File: src/rtl/alu_issue_controller_if.sv
// Issue/stall/completion bundle between the ID/EX pipeline register and the EX-stage ALU sequencer.
interface alu_issue_controller_if;
    logic        ISSUE_VALID;
    logic [4:0]  ALUOP;
    logic        ISSUE_READY;
    logic        FLUSH;
    logic [4:0]  ALU_SELECT;
    logic        BUSY;
    logic        RESULT_VALID;
    logic        ILLEGAL_OP;
    logic [31:0] BUSY_CYCLES;

    modport master (
        output ISSUE_VALID, ALUOP, FLUSH,
        input  ISSUE_READY, ALU_SELECT, BUSY, RESULT_VALID, ILLEGAL_OP, BUSY_CYCLES
    );

    modport slave (
        input  ISSUE_VALID, ALUOP, FLUSH,
        output ISSUE_READY, ALU_SELECT, BUSY, RESULT_VALID, ILLEGAL_OP, BUSY_CYCLES
    );
endinterface

File: src/rtl/alu_issue_controller.sv
// Holds one ALU select for its class latency, stalls the pipe while it is in flight,
// and strobes completion when the ALU result should be captured.
//
// state | meaning
// IDLE  | no operation outstanding, issue accepted
// EXEC  | multi-cycle op in flight, CNT counts remaining cycles, issue blocked
// DONE  | result strobe cycle, back-to-back issue accepted
module alu_issue_controller #(
    parameter int MUL_CYCLES = 3,
    parameter int DIV_CYCLES = 34
) (
    input logic                   CLK,
    input logic                   RESET,
    alu_issue_controller_if.slave bus
);
    typedef enum logic [1:0] {IDLE, EXEC, DONE} state_t;

    localparam logic [5:0] MUL_L = MUL_CYCLES[5:0];
    localparam logic [5:0] DIV_L = DIV_CYCLES[5:0];

    state_t      state_q, state_d;
    logic [5:0]  cnt_q, cnt_d;
    logic [4:0]  sel_q, sel_d;
    logic        ill_q, ill_d;
    logic [31:0] bc_q, bc_d;
    logic [5:0]  lat;
    logic        ready;
    logic        accept;
    logic        busy;

    always_comb begin
        lat = 6'd1;
        if (bus.ALUOP >= 5'b01010 && bus.ALUOP <= 5'b01101) begin
            lat = MUL_L;
        end else if (bus.ALUOP >= 5'b01110 && bus.ALUOP <= 5'b10001) begin
            lat = DIV_L;
        end
    end

    // RESET is folded in so nothing is accepted while the block is held in reset
    assign ready  = (state_q != EXEC) & ~bus.FLUSH & RESET;
    assign accept = bus.ISSUE_VALID & ready;
    assign busy   = (state_q == EXEC) | (accept & (lat > 6'd1));

    assign bus.ISSUE_READY  = ready;
    assign bus.BUSY         = busy;
    assign bus.RESULT_VALID = (state_q == DONE) & ~bus.FLUSH;
    assign bus.ALU_SELECT   = sel_q;
    assign bus.ILLEGAL_OP   = ill_q;
    assign bus.BUSY_CYCLES  = bc_q;

    always_comb begin
        state_d = state_q;
        cnt_d   = cnt_q;
        sel_d   = sel_q;
        ill_d   = ill_q;
        bc_d    = (busy && bc_q != 32'hFFFF_FFFF) ? bc_q + 32'd1 : bc_q;

        if (bus.FLUSH) begin
            state_d = IDLE;
            cnt_d   = 6'd0;
        end else begin
            case (state_q)
                EXEC: begin
                    cnt_d = cnt_q - 6'd1;
                    if (cnt_q == 6'd1) begin
                        state_d = DONE;
                    end
                end
                default: begin
                    if (accept) begin
                        sel_d = bus.ALUOP;
                        ill_d = (bus.ALUOP > 5'b10001);
                        if (lat == 6'd1) begin
                            state_d = DONE;
                            cnt_d   = 6'd0;
                        end else begin
                            state_d = EXEC;
                            cnt_d   = lat - 6'd1;
                        end
                    end else begin
                        state_d = IDLE;
                    end
                end
            endcase
        end
    end

    always_ff @(posedge CLK or negedge RESET) begin
        if (!RESET) begin
            state_q <= IDLE;
            cnt_q   <= 6'd0;
            sel_q   <= 5'b00000;
            ill_q   <= 1'b0;
            bc_q    <= 32'd0;
        end else begin
            state_q <= state_d;
            cnt_q   <= cnt_d;
            sel_q   <= sel_d;
            ill_q   <= ill_d;
            bc_q    <= bc_d;
        end
    end
endmodule

File: src/flat_wrapper.sv
// flat-port wrapper written by rule: the top's interface ports become plain ports
module alu_issue_controller_flat 
#(
    parameter int MUL_CYCLES = 3,
    parameter int DIV_CYCLES = 34
)
  (CLK, RESET, bus_ISSUE_VALID, bus_ALUOP, bus_FLUSH, bus_ISSUE_READY, bus_ALU_SELECT, bus_BUSY, bus_RESULT_VALID, bus_ILLEGAL_OP, bus_BUSY_CYCLES);
  alu_issue_controller_if bus_i ();
  input logic CLK;
  input logic RESET;
  input wire logic [$bits(bus_i.ISSUE_VALID)-1:0] bus_ISSUE_VALID;
  input wire logic [$bits(bus_i.ALUOP)-1:0] bus_ALUOP;
  input wire logic [$bits(bus_i.FLUSH)-1:0] bus_FLUSH;
  output wire logic [$bits(bus_i.ISSUE_READY)-1:0] bus_ISSUE_READY;
  output wire logic [$bits(bus_i.ALU_SELECT)-1:0] bus_ALU_SELECT;
  output wire logic [$bits(bus_i.BUSY)-1:0] bus_BUSY;
  output wire logic [$bits(bus_i.RESULT_VALID)-1:0] bus_RESULT_VALID;
  output wire logic [$bits(bus_i.ILLEGAL_OP)-1:0] bus_ILLEGAL_OP;
  output wire logic [$bits(bus_i.BUSY_CYCLES)-1:0] bus_BUSY_CYCLES;
  assign bus_i.ISSUE_VALID = bus_ISSUE_VALID;
  assign bus_i.ALUOP = bus_ALUOP;
  assign bus_i.FLUSH = bus_FLUSH;
  assign bus_ISSUE_READY = bus_i.ISSUE_READY;
  assign bus_ALU_SELECT = bus_i.ALU_SELECT;
  assign bus_BUSY = bus_i.BUSY;
  assign bus_RESULT_VALID = bus_i.RESULT_VALID;
  assign bus_ILLEGAL_OP = bus_i.ILLEGAL_OP;
  assign bus_BUSY_CYCLES = bus_i.BUSY_CYCLES;
  alu_issue_controller #(.MUL_CYCLES(MUL_CYCLES), .DIV_CYCLES(DIV_CYCLES)) u_core (.CLK(CLK), .RESET(RESET), .bus(bus_i));
endmodule
File: config.mk
export PLATFORM = sky130hd
export DESIGN_NAME = alu_issue_controller_flat
export DESIGN_NICKNAME = d
export VERILOG_FILES = /design/src/rtl/alu_issue_controller_if.sv /design/src/rtl/alu_issue_controller.sv /design/src/flat_wrapper.sv
export SDC_FILE = /design/constraint.sdc
export NUM_CORES = 1
export LEC_CHECK = 0
export ABC_AREA = 1
export CORE_ASPECT_RATIO = 1.4
export CORE_MARGIN = 3
export CORE_UTILIZATION = 50
export DETAILED_ROUTE_END_ITERATION = 12
export GPL_TIMING_DRIVEN = 1
export PLACE_DENSITY = 0.81
export SYNTH_ARGS = -nofsm -noshare
export SYNTH_HDL_FRONTEND = slang
export SYNTH_SLANG_ARGS = --single-unit
File: constraint.sdc
create_clock -name CLK -period 4 [get_ports CLK]
set_input_delay 0.4 -clock CLK [delete_from_list [all_inputs] [get_ports CLK]]
set_output_delay 0.4 -clock CLK [all_outputs]
set_load 0.02 [all_outputs]
==> results.txt <==
Status = complete, no violations
Clk_lat worst skew = 0.30 ns
Syn nets = 468
Router iterations before antenna repair = 4
Max Freq = 0.398 GHz
PwrDens = 334 nW/um^2
Leakage = 1.73 nW
Die Wd = 71.3 um
Htree depth = 2
Period utilization = 62.8%
XOR/XNOR share of the synthesized area = 3.81%
Beginning of the critical path = bus_ALUOP[1]
Fraction of layout cells with a size suffix above 1 = 4.95%
CP endpoint kind = output pin
R2R Path Start = u_core.bus.BUSY_CYCLES[0]$_DFFE_PN0P_
Drt total wl = 7840 um
Max-cap violations = 0
Netlist cell types = 24
CTS tree = yes
Seq/Total Area, Yosys = 38.5%
Mux cell area share after synthesis = 0%
Clock buffer depth = 2
Clock-pin slew on the worst setup and hold paths = 0.09 ns
Fillers = 531
All-Layer GR Usage = 23.5%
Gr ovfl total = 0
Post-synthesis compound-gate area fraction = 3.39%
Least-Margin Pin Slew = 0.582 ns
Final GP Congestion = 0.930
Die area = 6950 sq um
P&R area growth vs syn = 22.2%
Vias in the first global route = 2950
# DRC = 0
WP buf/inv = 2
Mapped Area = 2990 sq um
Initial antenna violation count = 0
Max VDD drop = 230 uV
Crit path cell chain = clkdlybuf4s50_1, nor2_1, nand2_1, nand2_1, nand2_1, nand2_1, nand2_1, nand2_2, clkdlybuf4s50_1
Post-Synth Simple-Gate Area = 45.3%
Final clock skew = 0.00407 ns
Starting DRT DRC Count = 224
Fin cells = 573
CP max-delay cell = clkdlybuf4s50_1
Period minus WS final = 2.51 ns
CTS Sinks = 46
Slowest stage delay, CP = 0.60 ns
Max-slew headroom = 61.2%
Routed via count = 3002
Post-Synthesis Mean Instance Area = 6.55 sq um
Hold Crit Class = in -> async
Syn. warnings = 0
Row Count = 32
N_diodes = 0
Input/output buffers = 49
Final hold violation count = 0
Met1 usage = 26.6%
CTS Buf Count = 5
Crit-path most repeated cell = nand2_1
DRT antenna net count = 0
Core box area = 5650 sq um
I/O pin cnt = 50
RSZ-0062 raised after global routing = false
CTS Hold Buffers Added = 0
Layout net count = 516
#FFs+latches synth = 46
Critical path class = in -> out
Grt met3 use = 3.83%
Arr. time, crit path = 2.11 ns
Final TNS setup = 0 ns
Vias per inst = 5.24
Clk root buf = clkbuf_8
Top delay family on crit path = buffers and inverters
Final max-slew violation count = 0
Inst Count DP = 565
First-pass GRT wire length = 13200 um
Most Used Layer, Global Route = met2
PostCTS Resize Cnt = 0
Routed len/inst = 13.7 um
Die Ht = 97.4 um
GR Util met2 = 41.5%
Initial cell density of the core = 52.9%
Post-detail-place hpwl = 5710 um
Worst Setup Start Kind = input port
WP data required = 3.60 ns
CP Max Fanout = 3
# Post-CTS Setup Buffers = 0
Setup violators final = 0
Hold Worst Slack = 0.229 ns
Largest family of logic cells by synthesized area = simple AND/OR/NAND/NOR gates
Gate Count Post-Synth = 456
Largest net degree at the start of global routing = 47
Synth Area in Adders = 1.26%
-- kinds of logic after synthesis --
logic type | count (synthesis)
compound gates | 19
xor+xnor | 13
fa+ha+maj | 3
buf+inv | 54
flops | 46
simple gates | 321
-- worst reg2reg max path: cells and delay by family, from the launching register on --
kind	cells	cell delay [ns]
buffers and inverters	1	0.06
DFF	1	0.43
and+or+nand+nor	7	1.54
adders and majority gates	1	0.27
-- state kept, by name, indices dropped and copies added, names as in the netlist --
register and flops:
u_core.cnt_q 6, u_core.bus.BUSY_CYCLES 32, u_core.state_q 2, u_core.bus.ILLEGAL_OP 1, u_core.bus.ALU_SELECT 5
-- cell type report --
cell class / count / area (sq um) / share of cell area, %
clock buffer: 6 / 82.6 / 2.26
clock inverter: 2 / 60.1 / 1.64
inverter: 44 / 165 / 4.52
multi-input combinational: 356 / 1610 / 44.0
sequential: 46 / 1150 / 31.5
tap: 68 / 85.1 / 2.33
timing repair buffer: 51 / 500 / 13.7
-- routing by layer --
layer	vias up	share of wire, %
li1	1512	-
met1	1386	40
met2	77	52
met3	27	4.3
met4	0	4.3
met5	-	0
-- final timing paths --
path,cells after the start,to,slack [ns]
worst max-delay path,9,bus_BUSY,1.49
worst min-delay path,2,u_core.bus.BUSY_CYCLES[28]$_DFFE_PN0P_,0.23
worst max register to register,9,u_core.bus.BUSY_CYCLES[3]$_DFFE_PN0P_,1.66
worst min register to register,2,u_core.bus.ALU_SELECT[2]$_DFFE_PN0P_,0.50
max in group asynchronous,2,u_core.bus.BUSY_CYCLES[24]$_DFFE_PN0P_,3.36
min in group CLK,2,u_core.bus.ALU_SELECT[2]$_DFFE_PN0P_,0.50
-- where the power goes --
group          switching [mW]  internal [mW]
logic                   0.151          0.102
registers              0.0383          0.500
clock network           0.163          0.266
total                   0.352          0.868
-- synthesized netlist by cell type, drive strengths merged --
| library cell | n | area, sq um |
|---|---|---|
| a21oi | 2 | 10.0 |
| buf | 9 | 60.1 |
| clkbuf | 1 | 3.75 |
| dfrtp | 46 | 1150 |
| ha | 3 | 37.5 |
| inv | 44 | 165 |
| nand2 | 205 | 795 |
| nand3 | 50 | 250 |
| nand3b | 1 | 20.0 |
| nand4 | 3 | 18.8 |
| nor2 | 59 | 244 |
| nor3 | 3 | 26.3 |
| o21ai | 12 | 60.1 |
| o22ai | 5 | 31.3 |
| xnor2 | 5 | 43.8 |
| xor2 | 8 | 70.1 |
-- metrics by stage --
step | total power [mW] | instance area, sq um | utilization (%) | setup WS, ns
floorplan | 0.690 | 2990 | - | 2.23
global placement | 0.794 | 3510 | 62.1 | 1.55
detailed placement | 0.798 | 3510 | 62.1 | 1.49
CTS | 1.22 | 3650 | 64.7 | 1.49
global route | 1.27 | 3650 | 64.7 | 1.38
finish | 1.22 | 3650 | 64.7 | 1.49
-- cells in the final DEF, fill, tap and decap left out, drive strengths merged --
cell type / instances
nand2: 205
nor2: 59
nand3: 50
clkdlybuf4s50: 48
dfrtp: 46
inv: 44
o21ai: 12
xor2: 8
clkbuf: 6
o22ai: 5
xnor2: 5
nand4: 3
ha: 3
nor3: 3
buf: 3
a21oi: 2
bufinv: 2
nand3b: 1
Note: power is estimated with default switching activity, not from simulation.
